--- config.mk ---
export PLATFORM = sky130hd
export DESIGN_NAME = l2_arbiter
export DESIGN_NICKNAME = d
export VERILOG_FILES = /design/src/rtl/l2_arbiter.sv
export SDC_FILE = /design/constraint.sdc
export NUM_CORES = 1
export LEC_CHECK = 0
export ABC_AREA = 1
export CAP_MARGIN = 20
export CORE_AREA = 4 4 269 271
export DETAILED_ROUTE_END_ITERATION = 8
export DIE_AREA = 0 0 273 275
export SYNTH_ARGS = -nofsm -noshare
export SYNTH_HDL_FRONTEND = slang
export SYNTH_SLANG_ARGS = --single-unit
--- constraint.sdc ---
create_clock -name clk -period 1.7 [get_ports clk]
set_input_delay 0.17 -clock clk [delete_from_list [all_inputs] [get_ports clk]]
set_output_delay 0.17 -clock clk [all_outputs]
set_load 0.03 [all_outputs]
--- src/rtl/l2_arbiter.sv ---
// Shares the single L2 port between the L1 I-cache and D-cache via registered holding regs.
// Latency: arb_* request one cycle after a request is seen; resp is combinational on L2_resp.
// Backpressure: requesters hold until their resp; a DONE dead cycle follows every transaction.
module l2_arbiter #(
    parameter int ADDR_W      = 16,
    parameter int LINE_W      = 128,
    parameter int DCACHE_PRIO = 0
) (
    input  logic              clk,
    input  logic              reset_n,

    input  logic              i_read,
    input  logic [ADDR_W-1:0] i_address,
    output logic [LINE_W-1:0] i_rdata,
    output logic              i_resp,

    input  logic              d_read,
    input  logic              d_write,
    input  logic [ADDR_W-1:0] d_address,
    input  logic [LINE_W-1:0] d_wdata,
    output logic [LINE_W-1:0] d_rdata,
    output logic              d_resp,

    output logic              arb_read,
    output logic              arb_write,
    output logic [ADDR_W-1:0] arb_address,
    output logic [LINE_W-1:0] arb_wdata,
    input  logic              L2_resp,
    input  logic [LINE_W-1:0] arb_rdata
);

    typedef enum logic [1:0] {
        IDLE = 2'd0,
        BUSY = 2'd1,
        DONE = 2'd2
    } state_t;

    state_t            state, state_nxt;
    logic              grant, grant_nxt;
    logic              lrg, lrg_nxt;
    logic              arb_read_nxt, arb_write_nxt;
    logic [ADDR_W-1:0] arb_address_nxt;
    logic [LINE_W-1:0] arb_wdata_nxt;

    logic i_pend, d_pend, pick_d, l2_done;

    assign i_pend  = i_read;
    assign d_pend  = d_read | d_write;
    assign l2_done = (state == BUSY) && L2_resp;

    // grant/lrg encoding: 0 = I-cache, 1 = D-cache, so "not lrg" is simply ~lrg
    always_comb begin
        pick_d = 1'b0;
        if (d_pend && !i_pend) begin
            pick_d = 1'b1;
        end else if (d_pend && i_pend) begin
            pick_d = (DCACHE_PRIO != 0) ? 1'b1 : ~lrg;
        end
    end

    assign i_resp  = l2_done & ~grant;
    assign d_resp  = l2_done & grant;
    assign i_rdata = i_resp ? arb_rdata : '0;
    assign d_rdata = d_resp ? arb_rdata : '0;

    always_comb begin
        state_nxt       = state;
        grant_nxt       = grant;
        lrg_nxt         = lrg;
        arb_read_nxt    = arb_read;
        arb_write_nxt   = arb_write;
        arb_address_nxt = arb_address;
        arb_wdata_nxt   = arb_wdata;

        case (state)
            IDLE: begin
                if (i_pend || d_pend) begin
                    state_nxt       = BUSY;
                    grant_nxt       = pick_d;
                    lrg_nxt         = pick_d;
                    arb_address_nxt = pick_d ? d_address : i_address;
                    // a simultaneous read+write from the D-cache goes out as a write only
                    arb_write_nxt   = pick_d & d_write;
                    arb_read_nxt    = pick_d ? (d_read & ~d_write) : 1'b1;
                    if (pick_d && d_write) begin
                        arb_wdata_nxt = d_wdata;
                    end
                end
            end
            BUSY: begin
                if (L2_resp) begin
                    state_nxt     = DONE;
                    arb_read_nxt  = 1'b0;
                    arb_write_nxt = 1'b0;
                end
            end
            DONE: begin
                state_nxt = IDLE;
            end
            default: begin
                state_nxt     = IDLE;
                arb_read_nxt  = 1'b0;
                arb_write_nxt = 1'b0;
            end
        endcase
    end

    always_ff @(posedge clk or negedge reset_n) begin
        if (!reset_n) begin
            state       <= IDLE;
            grant       <= 1'b0;
            lrg         <= 1'b1;
            arb_read    <= 1'b0;
            arb_write   <= 1'b0;
            arb_address <= '0;
            arb_wdata   <= '0;
        end else begin
            state       <= state_nxt;
            grant       <= grant_nxt;
            lrg         <= lrg_nxt;
            arb_read    <= arb_read_nxt;
            arb_write   <= arb_write_nxt;
            arb_address <= arb_address_nxt;
            arb_wdata   <= arb_wdata_nxt;
        end
    end

endmodule

Word level (Yosys, flattened, before mapping)
Cells that the tools add are included.
{"block": "totals", "reg_bits": 150, "elab_cells": 45}
{"block": "classes", "eq_ne": 4, "muxes": 14, "n_bitwise": 9, "reduce_logical": 11}
{"operator": "$mux 128", "n": 2}
{"operator": "$mux 16", "n": 1}
{"operator": "$mux 1", "n": 6}
{"operator": "$pmux 1 s3", "n": 2}
{"operator": "$reduce_and 3->1", "n": 2}
{"operator": "$and 1x1->1", "n": 4}
{"operator": "$logic_and 1x1->1", "n": 4}
{"operator": "$mux 2", "n": 2}
{"operator": "$ne 2x2->1 const B", "n": 2}
{"operator": "$not 1->1", "n": 4}
{"operator": "$pmux 2 s2", "n": 1}
{"operator": "$reduce_and 2->1", "n": 2}
{"operator": "$eq 2x1->1 const B", "n": 1}
{"operator": "$eq 2x2->1 const B", "n": 1}
{"operator": "$logic_not 2->1", "n": 1}
{"operator": "$logic_not 1->1", "n": 1}
{"operator": "$logic_or 1x1->1", "n": 1}
{"operator": "$or 1x1->1", "n": 1}

Longest topological paths before layout
{"block": "logic_depth", "word_depth": 7, "depth_mapped": 7, "mapped_depth_nobuf": 5}

Worst setup path after synthesis
No wires, ideal clock.
{"block": "synth_timing", "path_type": "register -> output", "startpoint": "register state[1]", "endpoint": "output i_rdata[118]", "arrival_time_ns": 1.384, "required_ns": 1.530, "slack_ns": 0.146, "path_stages_with_launch": 8, "cell_sequence": "dfrtp_1 -> inv_2 -> nand3_1 -> inv_2 -> nand2_1 -> buf_2 -> buf_4 -> nor2_1"}
{"block": "synth_between", "elab_chain_len": 4}
{"element": "start: declaration", "line_no": "38", "text": "state_t state, state_nxt;"}
{"element": "start signal: assignment", "line_no": "118", "text": "state <= state_nxt;"}
{"element": "$eq 2x1->1", "line_no": "49", "text": "assign l2_done = (state == BUSY) && L2_resp;"}
{"element": "$logic_and 1x1->1", "line_no": "49"}
{"element": "$and 1x1->1", "line_no": "61", "text": "assign i_resp = l2_done & ~grant;"}
{"element": "$mux 128", "line_no": "63", "text": "assign i_rdata = i_resp ? arb_rdata : '0;"}
{"element": "end: declaration", "line_no": "14", "text": "output logic [LINE_W-1:0] i_rdata,"}
Every way passes these cells.

Final worst setup path
{"block": "layout_timing", "startpoint": "register state[1]", "endpoint": "output i_rdata[29]"}
Same word-level chain as after synthesis.

==> flow_metrics.env <==
export IMPL_coreArea_um2=69800
export IMPL_avgViaCountPerCell=3.44
export IMPL_worstSetupStartpoint="state[1]"
export IMPL_clkLatencyLatePin_ns=0.44
export IMPL_rsz0062_at_grt="true"
export IMPL_hold_viol_final=0
export IMPL_die_height_um=275
export IMPL_post_place_ws_ns=-0.264
export IMPL_regArea_um2=3760
export IMPL_die_width_um=273
export IMPL_maxSlewViolCount=0
export IMPL_cts_htree_levels=4
export IMPL_nFillCells=7308
export IMPL_rows=97
export IMPL_max_cap_viol_count=0
export IMPL_synth_fp_nets=1421
export IMPL_synth_cell_type_count=20
export IMPL_hold_path_class="primary input to asynchronous set/reset pin"
export IMPL_cts_buffers=17
export IMPL_grt_overflow=0
export IMPL_status="finished, violations left"
export IMPL_r2r_start="state[0]"
export IMPL_antenna_found_initial=13
export IMPL_ant_nets=0
export IMPL_initial_core_util_pct=12.0
export IMPL_fin_crit_sh_pct=122
export IMPL_finClkSkew_ns=0.0184
export IMPL_power_density_nw_per_um2=1450
export IMPL_r2r_cells=7
export IMPL_critPathCapture="i_rdata[29]"
export IMPL_synth_seq_cells=150
export IMPL_syn_inst=1127
export IMPL_cts_max_path_buffers=2
export IMPL_syn_area_um2=8390
export IMPL_synth_top_cell_by_area="dfrtp_1"
export IMPL_grt_max_degree=58
export IMPL_synth_top_area_share_pct=44.4
export IMPL_area_growth_synth_to_final_pct=138
export IMPL_grt_pass1_vias=9303
export IMPL_cts_sinks=150
export IMPL_period_minus_slack_ns=2.07
export IMPL_avgSynthCellArea_um2=7.44
export IMPL_grt_pass1_wl_um=70800
export IMPL_routabilityCongestion=0.854
export IMPL_final_common_cell="clkdlybuf4s50_1"
export IMPL_power_leakage_nw=10.2
export IMPL_detail_route_wl_per_cell_um=19.6
export IMPL_io_buffers=697
export IMPL_multi_input_area_um2=3960
export IMPL_fmax_mhz=484
export IMPL_die_area_um2=75100
export IMPL_final_cells=2824
export IMPL_worstSetupStartpointType="register"
export IMPL_nNetsFinal=2161
export IMPL_top_level_ports=698
export IMPL_ys_seq_area_share_pct=44.8
export IMPL_clkTransAtPathRegs_ns=0.07
export IMPL_drt_pre_antenna_iters=5
export IMPL_yosysWarnings=0
export IMPL_grt_util_all_layers_pct=13.3
export IMPL_cp_required_ns=1.53
export IMPL_dp_cells=2768
export IMPL_path_class="register to output pin"
export IMPL_yosys_top_cells_area="dfrtp_1 44%, inv_1 13%, o21ai_2 12%"
export IMPL_cp_max_fo=6
export IMPL_vias=9728
export IMPL_root_buffer="clkbuf_16"
export IMPL_cp_data_arrival_time_ns=1.90
export IMPL_cts_tree="built"
export IMPL_relSlewSlack_pct=66.0
export IMPL_final_cell_mix="350 x clkdlybuf4s50_1, 293 x inv_1, 185 x nand2_1, 149 x buf_12, 148 x buf_4"
export IMPL_dp_hpwl_um=45700
export IMPL_r2r_end="arb_wdata[31]"
export IMPL_drt_total_wl_um=55500
export IMPL_worst_slack_ns=-0.366
export IMPL_whs_ns=0.203
export IMPL_drive_above_1_share_pct=34.8
export IMPL_rrSetupSlack_ns=0.13
export IMPL_worst_ir_drop_vdd_mv=0.909
export IMPL_cp_end_kind="output pin"
export IMPL_drc=0
export IMPL_fin_util_pct=28.6
export IMPL_violations="negative setup slack"
export IMPL_drtIter0Drc=459
export IMPL_tightest_slew_ns=0.509
export IMPL_setup_viol=258
## report_power, final
group	internal, mW	switching (mW)
Sequential	5.27	0.912
Clock	1.94	1.82
Combinational	7.91	11.2
Total	15.1	13.9
## how the worst min path moves through the flow
stage               cells past startpoint    start        endpoint
floorplan                               0  reset_n  arb_address[0]
global placement                        1  reset_n    arb_wdata[2]
detailed placement                      1  reset_n   arb_wdata[15]
CTS                                     2  reset_n   arb_wdata[25]
global route                            2  reset_n   arb_wdata[23]
finish                                  2  reset_n   arb_wdata[15]
## synth_stat cells
master / number
clkbuf_1: 2
o21ai_2: 111
nand4_1: 2
dfstp_2: 1
dfrtp_1: 149
nor2_1: 256
nand3_1: 35
o31ai_1: 1
nand2_1: 187
buf_4: 5
o21ai_1: 10
nand3_2: 1
o21ai_0: 10
buf_2: 21
inv_1: 295
nand2_2: 1
nor2_2: 2
a21oi_4: 1
inv_2: 2
buf_6: 35
## per-layer routing
layer,GRT usage [%],up-vias,wire length (um)
met4,5.94,16,2450
met5,0,-,110
met3,5.97,79,5680
met2,21.8,455,26100
li1,-,4733,-
met1,15.0,4445,21100
## state kept, by name, summed over array words and instances, names as in the netlist
signal	count
arb_address	16
arb_read	1
arb_wdata	128
arb_write	1
grant	1
lrg	1
state	2
## kinds of logic (layout without fill, tap and decap cells)
family,count (synthesis),in the layout,share of synthesized area (%)
and+or+nand+nor,484,486,22.4
other,0,5,0
AOI/OAI and AO/OA,133,133,13.1
DFF,150,150,44.8
buffers and inverters,360,1110,19.8
## final cells by class
| cell class | instances | share of cell area, % |
|---|---|---|
| clock inverters | 14 | 0.677 |
| inverters | 297 | 5.69 |
| clock buffers | 17 | 2.13 |
| repair buffers | 782 | 46.8 |
| well taps | 940 | 5.90 |
| diodes | 5 | 0.0627 |
| multi-input cells | 619 | 19.9 |
| flip-flops and latches | 150 | 18.8 |
## timing repair
item / CTS / global route
hold buffers: 1 / 0
resized for setup: 14 / 393
endpoints found under the setup margin: 280 / 330
buffers inserted: 1 / 7
endpoints found under the hold margin: 149 / 0
pin swaps: 1 / 5
cloned: 1 / 12
## worst max-delay path, cell delays in order, from the launching register on
cell,delay (ns)
dfrtp_1,0.40
inv_2,0.11
nand3_4,0.10
clkinv_8,0.13
nand2_8,0.10
buf_4,0.16
buf_12,0.14
nor2_4,0.15
buf_12,0.15
## through the flow
| stage | TNS, ns | power [mW] | instance area, um^2 |
|---|---|---|---|
| final | -67.44 | 29.0 | 20000 |
| after global routing | -88.36 | 30.8 | 19900 |
| after CTS | -83.35 | 28.3 | 18300 |
| after detailed placement | -25.60 | 24.2 | 17600 |
| after global placement | -31.66 | 24.1 | 17600 |
| after floorplan | 0 | 15.4 | 8390 |
No activity file was read; power rests on OpenSTA's default activity.
